$ cat config.mk
export PLATFORM = sky130hd
export DESIGN_NAME = klingon_decoder
export DESIGN_NICKNAME = d
export VERILOG_FILES = /design/src/rtl/klingon_decoder.sv
export SDC_FILE = /design/constraint.sdc
export NUM_CORES = 1
export LEC_CHECK = 0
export CAP_MARGIN = 10
export CELL_PAD_IN_SITES_DETAIL_PLACEMENT = 1
export CELL_PAD_IN_SITES_GLOBAL_PLACEMENT = 1
export CORE_MARGIN = 2
export CORE_UTILIZATION = 40
export CTS_BUF_LIST = sky130_fd_sc_hd__clkbuf_4 sky130_fd_sc_hd__clkbuf_8
export DETAILED_ROUTE_END_ITERATION = 16
export PLACE_DENSITY = 0.79
export SLEW_MARGIN = 0
export SYNTH_ARGS = -nofsm -noshare
export SYNTH_HDL_FRONTEND = slang
export SYNTH_SLANG_ARGS = --single-unit
$ cat constraint.sdc
create_clock -name CLK -period 2.68 [get_ports CLK]
set_clock_uncertainty 0.15 [all_clocks]
set_input_delay 0.67 -clock CLK [delete_from_list [all_inputs] [get_ports CLK]]
set_output_delay 0.67 -clock CLK [all_outputs]
set_load 0.01 [all_outputs]
$ cat src/rtl/klingon_decoder.sv
// klingon_decoder: accepts Klingon seven-segment digits over a valid/ready
// stream, accumulates up to MAX_DIGITS decimal digits and presents the
// binary result (or an error flag) over a second valid/ready stream.
// Optional feature macro: KLINGON_BLANK_EN makes the blank pattern 0000000
// a legal "no digit" symbol that may still carry LAST.
module klingon_decoder #(
  parameter int unsigned MAX_DIGITS = 3
) (
  input  logic       CLK,
  input  logic       RST,
  input  logic [6:0] SEG_IN,
  input  logic       SEG_VALID,
  input  logic       LAST,
  output logic       SEG_READY,
  output logic [9:0] NUM_OUT,
  output logic       NUM_VALID,
  input  logic       NUM_READY,
  output logic       ERR
);

  localparam logic [1:0] LP_MAX = 2'(MAX_DIGITS);

  typedef enum logic [1:0] {
    ST_IDLE,
    ST_ACCUM,
    ST_OUT,
    ST_ERROR
  } state_t;

  state_t     r_state;
  logic [9:0] r_acc;
  logic [1:0] r_cnt;
  logic [9:0] r_num_out;
  logic       r_num_valid;
  logic       r_err;
  logic       r_seg_ready;

  logic [3:0] w_digit;
  logic       w_legal;
  logic       w_blank;
  logic [9:0] w_acc_next;
  logic [1:0] w_cnt_next;
  logic       w_term;

  // Segment pattern to decimal digit lookup
  always_comb begin
    w_digit = '0;
    w_legal = 1'b1;
    w_blank = 1'b0;
    case (SEG_IN)
      7'b1111110: w_digit = 4'd0;
      7'b1000000: w_digit = 4'd1;
      7'b1000001: w_digit = 4'd2;
      7'b1001001: w_digit = 4'd3;
      7'b0100011: w_digit = 4'd4;
      7'b0011101: w_digit = 4'd5;
      7'b0100101: w_digit = 4'd6;
      7'b0010011: w_digit = 4'd7;
      7'b0110110: w_digit = 4'd8;
      7'b0110111: w_digit = 4'd9;
`ifdef KLINGON_BLANK_EN
      7'b0000000: w_blank = 1'b1;
`endif
      default:    w_legal = 1'b0;
    endcase
  end

  // Next accumulator / count and termination decision for a real digit
  always_comb begin
    w_acc_next = 10'(r_acc * 10'd10 + {6'b0, w_digit});
    w_cnt_next = r_cnt + 2'd1;
    w_term     = LAST || (w_cnt_next == LP_MAX);
  end

  // Control FSM with registered handshake and result outputs
  always_ff @(posedge CLK or posedge RST) begin
    if (RST) begin
      r_state     <= ST_IDLE;
      r_acc       <= '0;
      r_cnt       <= '0;
      r_num_out   <= '0;
      r_num_valid <= 1'b0;
      r_err       <= 1'b0;
      r_seg_ready <= 1'b1;
    end else begin
      case (r_state)
        ST_IDLE, ST_ACCUM: begin
          if (SEG_VALID) begin
            if (!w_legal) begin
              r_state     <= ST_ERROR;
              r_acc       <= '0;
              r_cnt       <= '0;
              r_num_out   <= '0;
              r_num_valid <= 1'b1;
              r_err       <= 1'b1;
              r_seg_ready <= 1'b0;
            end else if (w_blank) begin
              // Blank keeps ACC/count; it only matters when it ends the number
              if (LAST) begin
                r_state     <= ST_OUT;
                r_num_out   <= r_acc;
                r_num_valid <= 1'b1;
                r_err       <= 1'b0;
                r_seg_ready <= 1'b0;
              end
            end else begin
              r_acc <= w_acc_next;
              r_cnt <= w_cnt_next;
              if (w_term) begin
                r_state     <= ST_OUT;
                r_num_out   <= w_acc_next;
                r_num_valid <= 1'b1;
                r_err       <= 1'b0;
                r_seg_ready <= 1'b0;
              end else begin
                r_state <= ST_ACCUM;
              end
            end
          end
        end
        ST_OUT, ST_ERROR: begin
          if (NUM_READY) begin
            r_state     <= ST_IDLE;
            r_acc       <= '0;
            r_cnt       <= '0;
            r_num_out   <= '0;
            r_num_valid <= 1'b0;
            r_err       <= 1'b0;
            r_seg_ready <= 1'b1;
          end
        end
        default: begin
          r_state     <= ST_IDLE;
          r_seg_ready <= 1'b1;
        end
      endcase
    end
  end

  assign SEG_READY = r_seg_ready;
  assign NUM_OUT   = r_num_out;
  assign NUM_VALID = r_num_valid;
  assign ERR       = r_err;

endmodule

* Word level (Yosys, flattened, before mapping)
Cells that the tools add are included. W data, S select, Z words.
Cells by class: add/sub/neg operators 2, multiply operators 1, equal/unequal tests 17, mux-type cells 31, reduce and logical (&&, ||, !) cells 7
Operator list (number):
- $mux W10 | 6
- $pmux W10 S2 | 2
- $pmux W4 S9 | 1
- $eq A7 B6 Y1 const B | 4
- $eq A7 B7 Y1 const B | 4
- $eq A7 B5 Y1 const B | 2
- $mux W2 | 6
- $mux W1 | 11
- $add A10 B4 Y10 | 1
- $mul A10 B3 Y9 const B | 1
- $reduce_or A10 Y1 | 1
- $pmux W2 S2 | 2
- $eq A2 B2 Y1 const B | 3
- $pmux W1 S2 | 3
- $ne A2 B2 Y1 const B | 2
- $reduce_or A2 Y1 | 2
- $ne A3 B3 Y1 const B | 1
- $reduce_and A3 Y1 | 1
- $add A2 B1 Y2 const B | 1
- $eq A2 B1 Y1 const B | 1
- $logic_not A2 Y1 | 1
- $reduce_and A2 Y1 | 1
- $logic_or A1 B1 Y1 | 1
Word-level totals: register bits 27, input port bits 12, output and inout port bits 13

* Depth between registers and ports, before layout
word-level depth 7, depth in mapped cells 14, mapped depth without buffers 13

* Worst setup path before layout
No wires, ideal clock.
kind input port to flip-flop, from input SEG_IN[2], to register r_num_out[9], in the netlist NUM_OUT[9], setup time 121 ps, arrival time 2860 ps, required time 2409 ps, slack -451 ps, stages on the path 12, path buffers 1, cell sequence buf_6 or3b_1 o32a_1 nand2_1 and3_1 fa_1 a21o_1 nand2_1 nor3b_1 nand3_1 xnor3_1 a22o_1
Between the ends: cells in the longest elaborated chain, start to end 7
RTL lines:
- start, declared | line 11 | input logic [6:0] SEG_IN,
- $eq A7 B6 Y1 (tied with other cells) | line 50 | case (SEG_IN)
- $pmux W4 S9 | line 50
- $add A10 B4 Y10 | line 70 | w_acc_next = 10'(r_acc * 10'd10 + {6'b0, w_digit});
- $mux W10 | line 109 | if (w_term) begin
- $mux W10 | line 89 | if (!w_legal) begin
- $mux W10 | line 88 | if (SEG_VALID) begin
- $pmux W10 S2 | line 86 | case (r_state)
- end signal, assigned | line 101 | r_num_out <= r_acc;
- end signal, assigned | line 111 | r_num_out <= w_acc_next;
- end, declared | line 33 | logic [9:0] r_num_out;
Parallel ways exist; a longest one is shown, timed or not. The select of a mux whose other input is x is not followed. A chain may end at the register's enable or synchronous reset.

* Worst setup path after layout
Ends and elaborated chain as after synthesis.

==> metrics.txt <==
Clock Latency Late Sink=approximately 0.27 ns; Power Total=roughly 0.00086 W; Comb power frac=around a quarter; count of hold-fix buffers inserted at cts=0; Relative slew margins=a little over three fifths; average cell area after synthesis=roughly 10 um^2; Filler Cells Inserted=around 500; Max Slew Vio Count=0; RSZ-0062 raised after global routing=true; Achievable Freq=0.361 GHz; clock buffers created by TritonCTS=3; CTS tree=done; nets in the synthesized netlist=210; Setup Viol. Count Final=5; Top Ports=25; total of flip-flops plus latches after synthesis=25; share of the clock period used by the worst path=103%; row count=24; worst min path class=reg -> reg; die outline area=5130 um^2; total number of vias=1,568; worst supply voltage drop on vdd=roughly 0.2 mV; Worst setup EP type=register; highest net fanout along the worst path=4; via count of the first global-routing pass=1,771; Clk pin slew, worst setup/hold paths=0.09 ns; first-pass GRT wire length=8.54 mm; number of nets at the end of the flow=270; CP required=approximately 2.7 ns; max-cap violation count=0; arrival time reported for the critical path endpoint=~2.8 ns; die width=slightly above 70 um; power density relative to cell area=about 340 nW/um^2; result of the run=finished, violations left; detail-routed via count per cell=approximately 5.4; post-synthesis instance area=around 1800 um^2; final period demand of the worst path=approximately 2.8 ns; number of flops mapped to enable cells by yosys=0; dominant register cell in the synthesized netlist=sky130_fd_sc_hd__dfrtp_1; Reg power frac=47.0%; maximum root-to-sink buffer count=2; Startpoint Class=input pin; Starting Density=41.7%; remaining design rule violation count=0; # port buffers=24; wirelength, routed=5.08 mm; area of placed instances=approximately 2400 um^2; share of final-layout standard cells stronger than drive strength 1=33.8%; Sw Share=between 20% and 30%; part of the total power dissipated in the clock network=27.2%; antenna fix cells=0; total of warnings raised by yosys=0; distinct cell type count of the synthesized netlist=between 40 and 50; Cells after Synth=approximately 180; final hold violation count=0; area inside the core boundary=~4400 um^2; Tightest Pin Transition=~0.56 ns; DRC marker count from the first detailed-route iteration=49; switching power of the nets=approximately 0.00025 W; root cell of the clock tree=sky130_fd_sc_hd__clkbuf_8; number of search-and-repair iterations in the first detailed-routing pass=4; fin util=roughly three fifths; minimum hold slack=between 0.3 and 0.4 ns; Async SR Flop Fraction=100%; number of antenna violations at the first check in global routing=0; setup slack after layout=-0.0931 ns; violated checks=negative setup slack; clock sink total=25; part of the Yosys area used for sequential elements=between 30% and 40%; die boundary height=about 70 um; pre-CTS setup slack=-0.823 ns; antenna viol nets, final=0; maximum number of pins on one net before global-route repair=26; CTS H-tree lvls=1; cell-internal power=slightly above 0.0006 W; final RePlAce weighted congestion=0.864; overflow left after global routing=0; Layout Cell Area excl Fill=2550 um^2; Area growth, synth to finish=39.2%; Setup CP Type=in -> reg; average wire per standard cell=17.4 um; DP HPWL=around 4.1 mm; leak pwr=1.21 nW; overall routing resource usage=21.4%
==> worst paths after layout <==
kind | from | to | slack, ns | depth (start not counted)
worst min-delay path | SEG_READY$_DFFE_PP1P_ | SEG_READY$_DFFE_PP1P_ | 0.33 | 2
max in group asynchronous | RST | SEG_READY$_DFFE_PP1P_ | 1.49 | 3
worst max-delay path | SEG_IN[2] | NUM_OUT[9]$_DFFE_PP0P_ | -0.09 | 12
worst max register to register | r_acc[3]$_DFFE_PP0P_ | NUM_OUT[9]$_DFFE_PP0P_ | -0.03 | 9
worst min register to register | SEG_READY$_DFFE_PP1P_ | SEG_READY$_DFFE_PP1P_ | 0.33 | 2
min in group asynchronous | RST | NUM_OUT[8]$_DFFE_PP0P_ | 0.59 | 3
==> per-stage QoR <==
step / TNS (ns) / cells
2_1_floorplan: -0.974 / 181
3_3_place_gp: -10.29 / 284
3_5_place_dp: -13.58 / 284
4_1_cts: -0.369 / 291
5_1_grt: -1.15 / 292
6_report: -0.307 / 292
==> cell usage in the layout (no fill, tap or decap), types with 3 or more instances in the layout <==
master	synthesis	routed
sky130_fd_sc_hd__and3_1	4	3
sky130_fd_sc_hd__nand2_1	19	17
sky130_fd_sc_hd__o31ai_4	1	3
sky130_fd_sc_hd__o31ai_1	7	5
sky130_fd_sc_hd__a22o_1	3	3
sky130_fd_sc_hd__inv_1	14	14
sky130_fd_sc_hd__a21o_1	3	3
sky130_fd_sc_hd__nand2b_1	3	3
sky130_fd_sc_hd__mux2_4	5	6
sky130_fd_sc_hd__nor2_1	13	12
sky130_fd_sc_hd__clkbuf_8	0	3
sky130_fd_sc_hd__dfrtp_1	24	24
sky130_fd_sc_hd__o21ai_1	4	5
sky130_fd_sc_hd__clkdlybuf4s50_1	0	18
sky130_fd_sc_hd__xnor2_1	10	6
sky130_fd_sc_hd__xor2_1	3	3
sky130_fd_sc_hd__xnor2_2	0	3
sky130_fd_sc_hd__a21oi_1	7	6
sky130_fd_sc_hd__ha_1	15	13
sky130_fd_sc_hd__buf_4	1	37
sky130_fd_sc_hd__buf_6	3	3
==> layout make-up <==
| class | count | area (um^2) | share of cell area [%] |
|---|---|---|---|
| clock inverter | 1 | 7.51 | 0.295 |
| inverter | 14 | 52.6 | 2.06 |
| multi-input combinational | 135 | 1220 | 48.0 |
| tap | 52 | 65.1 | 2.56 |
| sequential | 25 | 627 | 24.6 |
| timing repair buffer | 62 | 532 | 20.9 |
| clock buffer | 3 | 41.3 | 1.62 |
==> critical path, stage by stage <==
cell                      delay, ns
sky130_fd_sc_hd__buf_8         0.10
sky130_fd_sc_hd__or3b_1        0.36
sky130_fd_sc_hd__o32a_1        0.18
sky130_fd_sc_hd__nand2_1       0.07
sky130_fd_sc_hd__and3_4        0.20
sky130_fd_sc_hd__fa_2          0.21
sky130_fd_sc_hd__a21o_1        0.13
sky130_fd_sc_hd__nand2_2       0.07
sky130_fd_sc_hd__nor3b_4       0.28
sky130_fd_sc_hd__nand3_2       0.10
sky130_fd_sc_hd__xnor3_1       0.21
sky130_fd_sc_hd__a22o_1        0.21
==> power groups by stage <==
stage	Sequential (W)	Combinational, W	Clock, W
finish	0.000404	0.000221	0.000234
CTS	0.000404	0.000215	0.000236
global route	0.000406	0.000238	0.000255
detailed placement	0.000411	0.000209	0
floorplan	0.000415	0.000111	0
global placement	0.000410	0.000196	0
==> per-layer routing <==
layer / GRT usage [%] / up-vias / wire [um]
li1: - / 748 / -
met1: 22.6 / 791 / 1930
met2: 43.4 / 23 / 3000
met3: 1.83 / 6 / 84
met4: 7.13 / 0 / 61
met5: 0 / - / 0
==> flip-flops by register name, indices dropped and copies added (netlist names) <==
register,cells
SEG_READY,1
NUM_VALID,1
ERR,1
r_state,1
NUM_OUT,10
r_cnt,2
r_acc,9
==> Yosys cell counts (2+ instances only) <==
cell / number / share of area, %
sky130_fd_sc_hd__buf_6: 3 / 1.8
sky130_fd_sc_hd__and3_1: 4 / 1.4
sky130_fd_sc_hd__ha_1: 15 / 10
sky130_fd_sc_hd__o31ai_1: 7 / 2.9
sky130_fd_sc_hd__nor2b_1: 2 / 0.68
sky130_fd_sc_hd__nand3_1: 2 / 0.55
sky130_fd_sc_hd__nand4_1: 2 / 0.68
sky130_fd_sc_hd__xnor2_1: 10 / 4.8
sky130_fd_sc_hd__dfrtp_1: 24 / 33
sky130_fd_sc_hd__nor3b_1: 2 / 0.82
sky130_fd_sc_hd__nor3_1: 2 / 0.55
sky130_fd_sc_hd__a21o_1: 3 / 1.2
sky130_fd_sc_hd__o21bai_1: 2 / 0.82
sky130_fd_sc_hd__o21ai_0: 3 / 0.82
sky130_fd_sc_hd__nor2_1: 13 / 2.7
sky130_fd_sc_hd__o21ai_1: 4 / 1.1
sky130_fd_sc_hd__clkbuf_1: 2 / 0.41
sky130_fd_sc_hd__a21oi_1: 7 / 1.9
sky130_fd_sc_hd__mux2_4: 5 / 4.1
sky130_fd_sc_hd__a22o_1: 3 / 1.4
sky130_fd_sc_hd__nand2_1: 19 / 3.9
sky130_fd_sc_hd__xor2_1: 3 / 1.4
sky130_fd_sc_hd__inv_1: 14 / 2.9
sky130_fd_sc_hd__mux2i_1: 2 / 1.1
sky130_fd_sc_hd__fa_1: 2 / 2.2
sky130_fd_sc_hd__nand2b_1: 3 / 1.0
==> cells by family (layout without fill, tap and decap cells) <==
| kind of cell | Yosys count | in the layout | synth area share, % |
|---|---|---|---|
| multiplexers | 9 | 9 | 6.43 |
| XOR/XNOR | 14 | 14 | 7.46 |
| buffers and inverters | 21 | 80 | 6.36 |
| AND/OR/NAND/NOR | 58 | 58 | 17.4 |
| AO/OA/AOI/OAI | 37 | 37 | 15.7 |
| adder cells (fa/ha/maj) | 17 | 17 | 12.4 |
| flip-flops | 25 | 25 | 34.3 |
==> what timing repair did <==
| item | 4_1_cts | 5_1_grt |
|---|---|---|
| pin swaps | 12 | 11 |
| buffers inserted | 3 | 2 |
| endpoints found under the hold margin | 0 | 0 |
| cloned | 0 | 0 |
| setup endpoints to repair | 24 | 12 |
| gates resized for setup | 38 | 13 |
No activity file was read; power rests on OpenSTA's default activity.
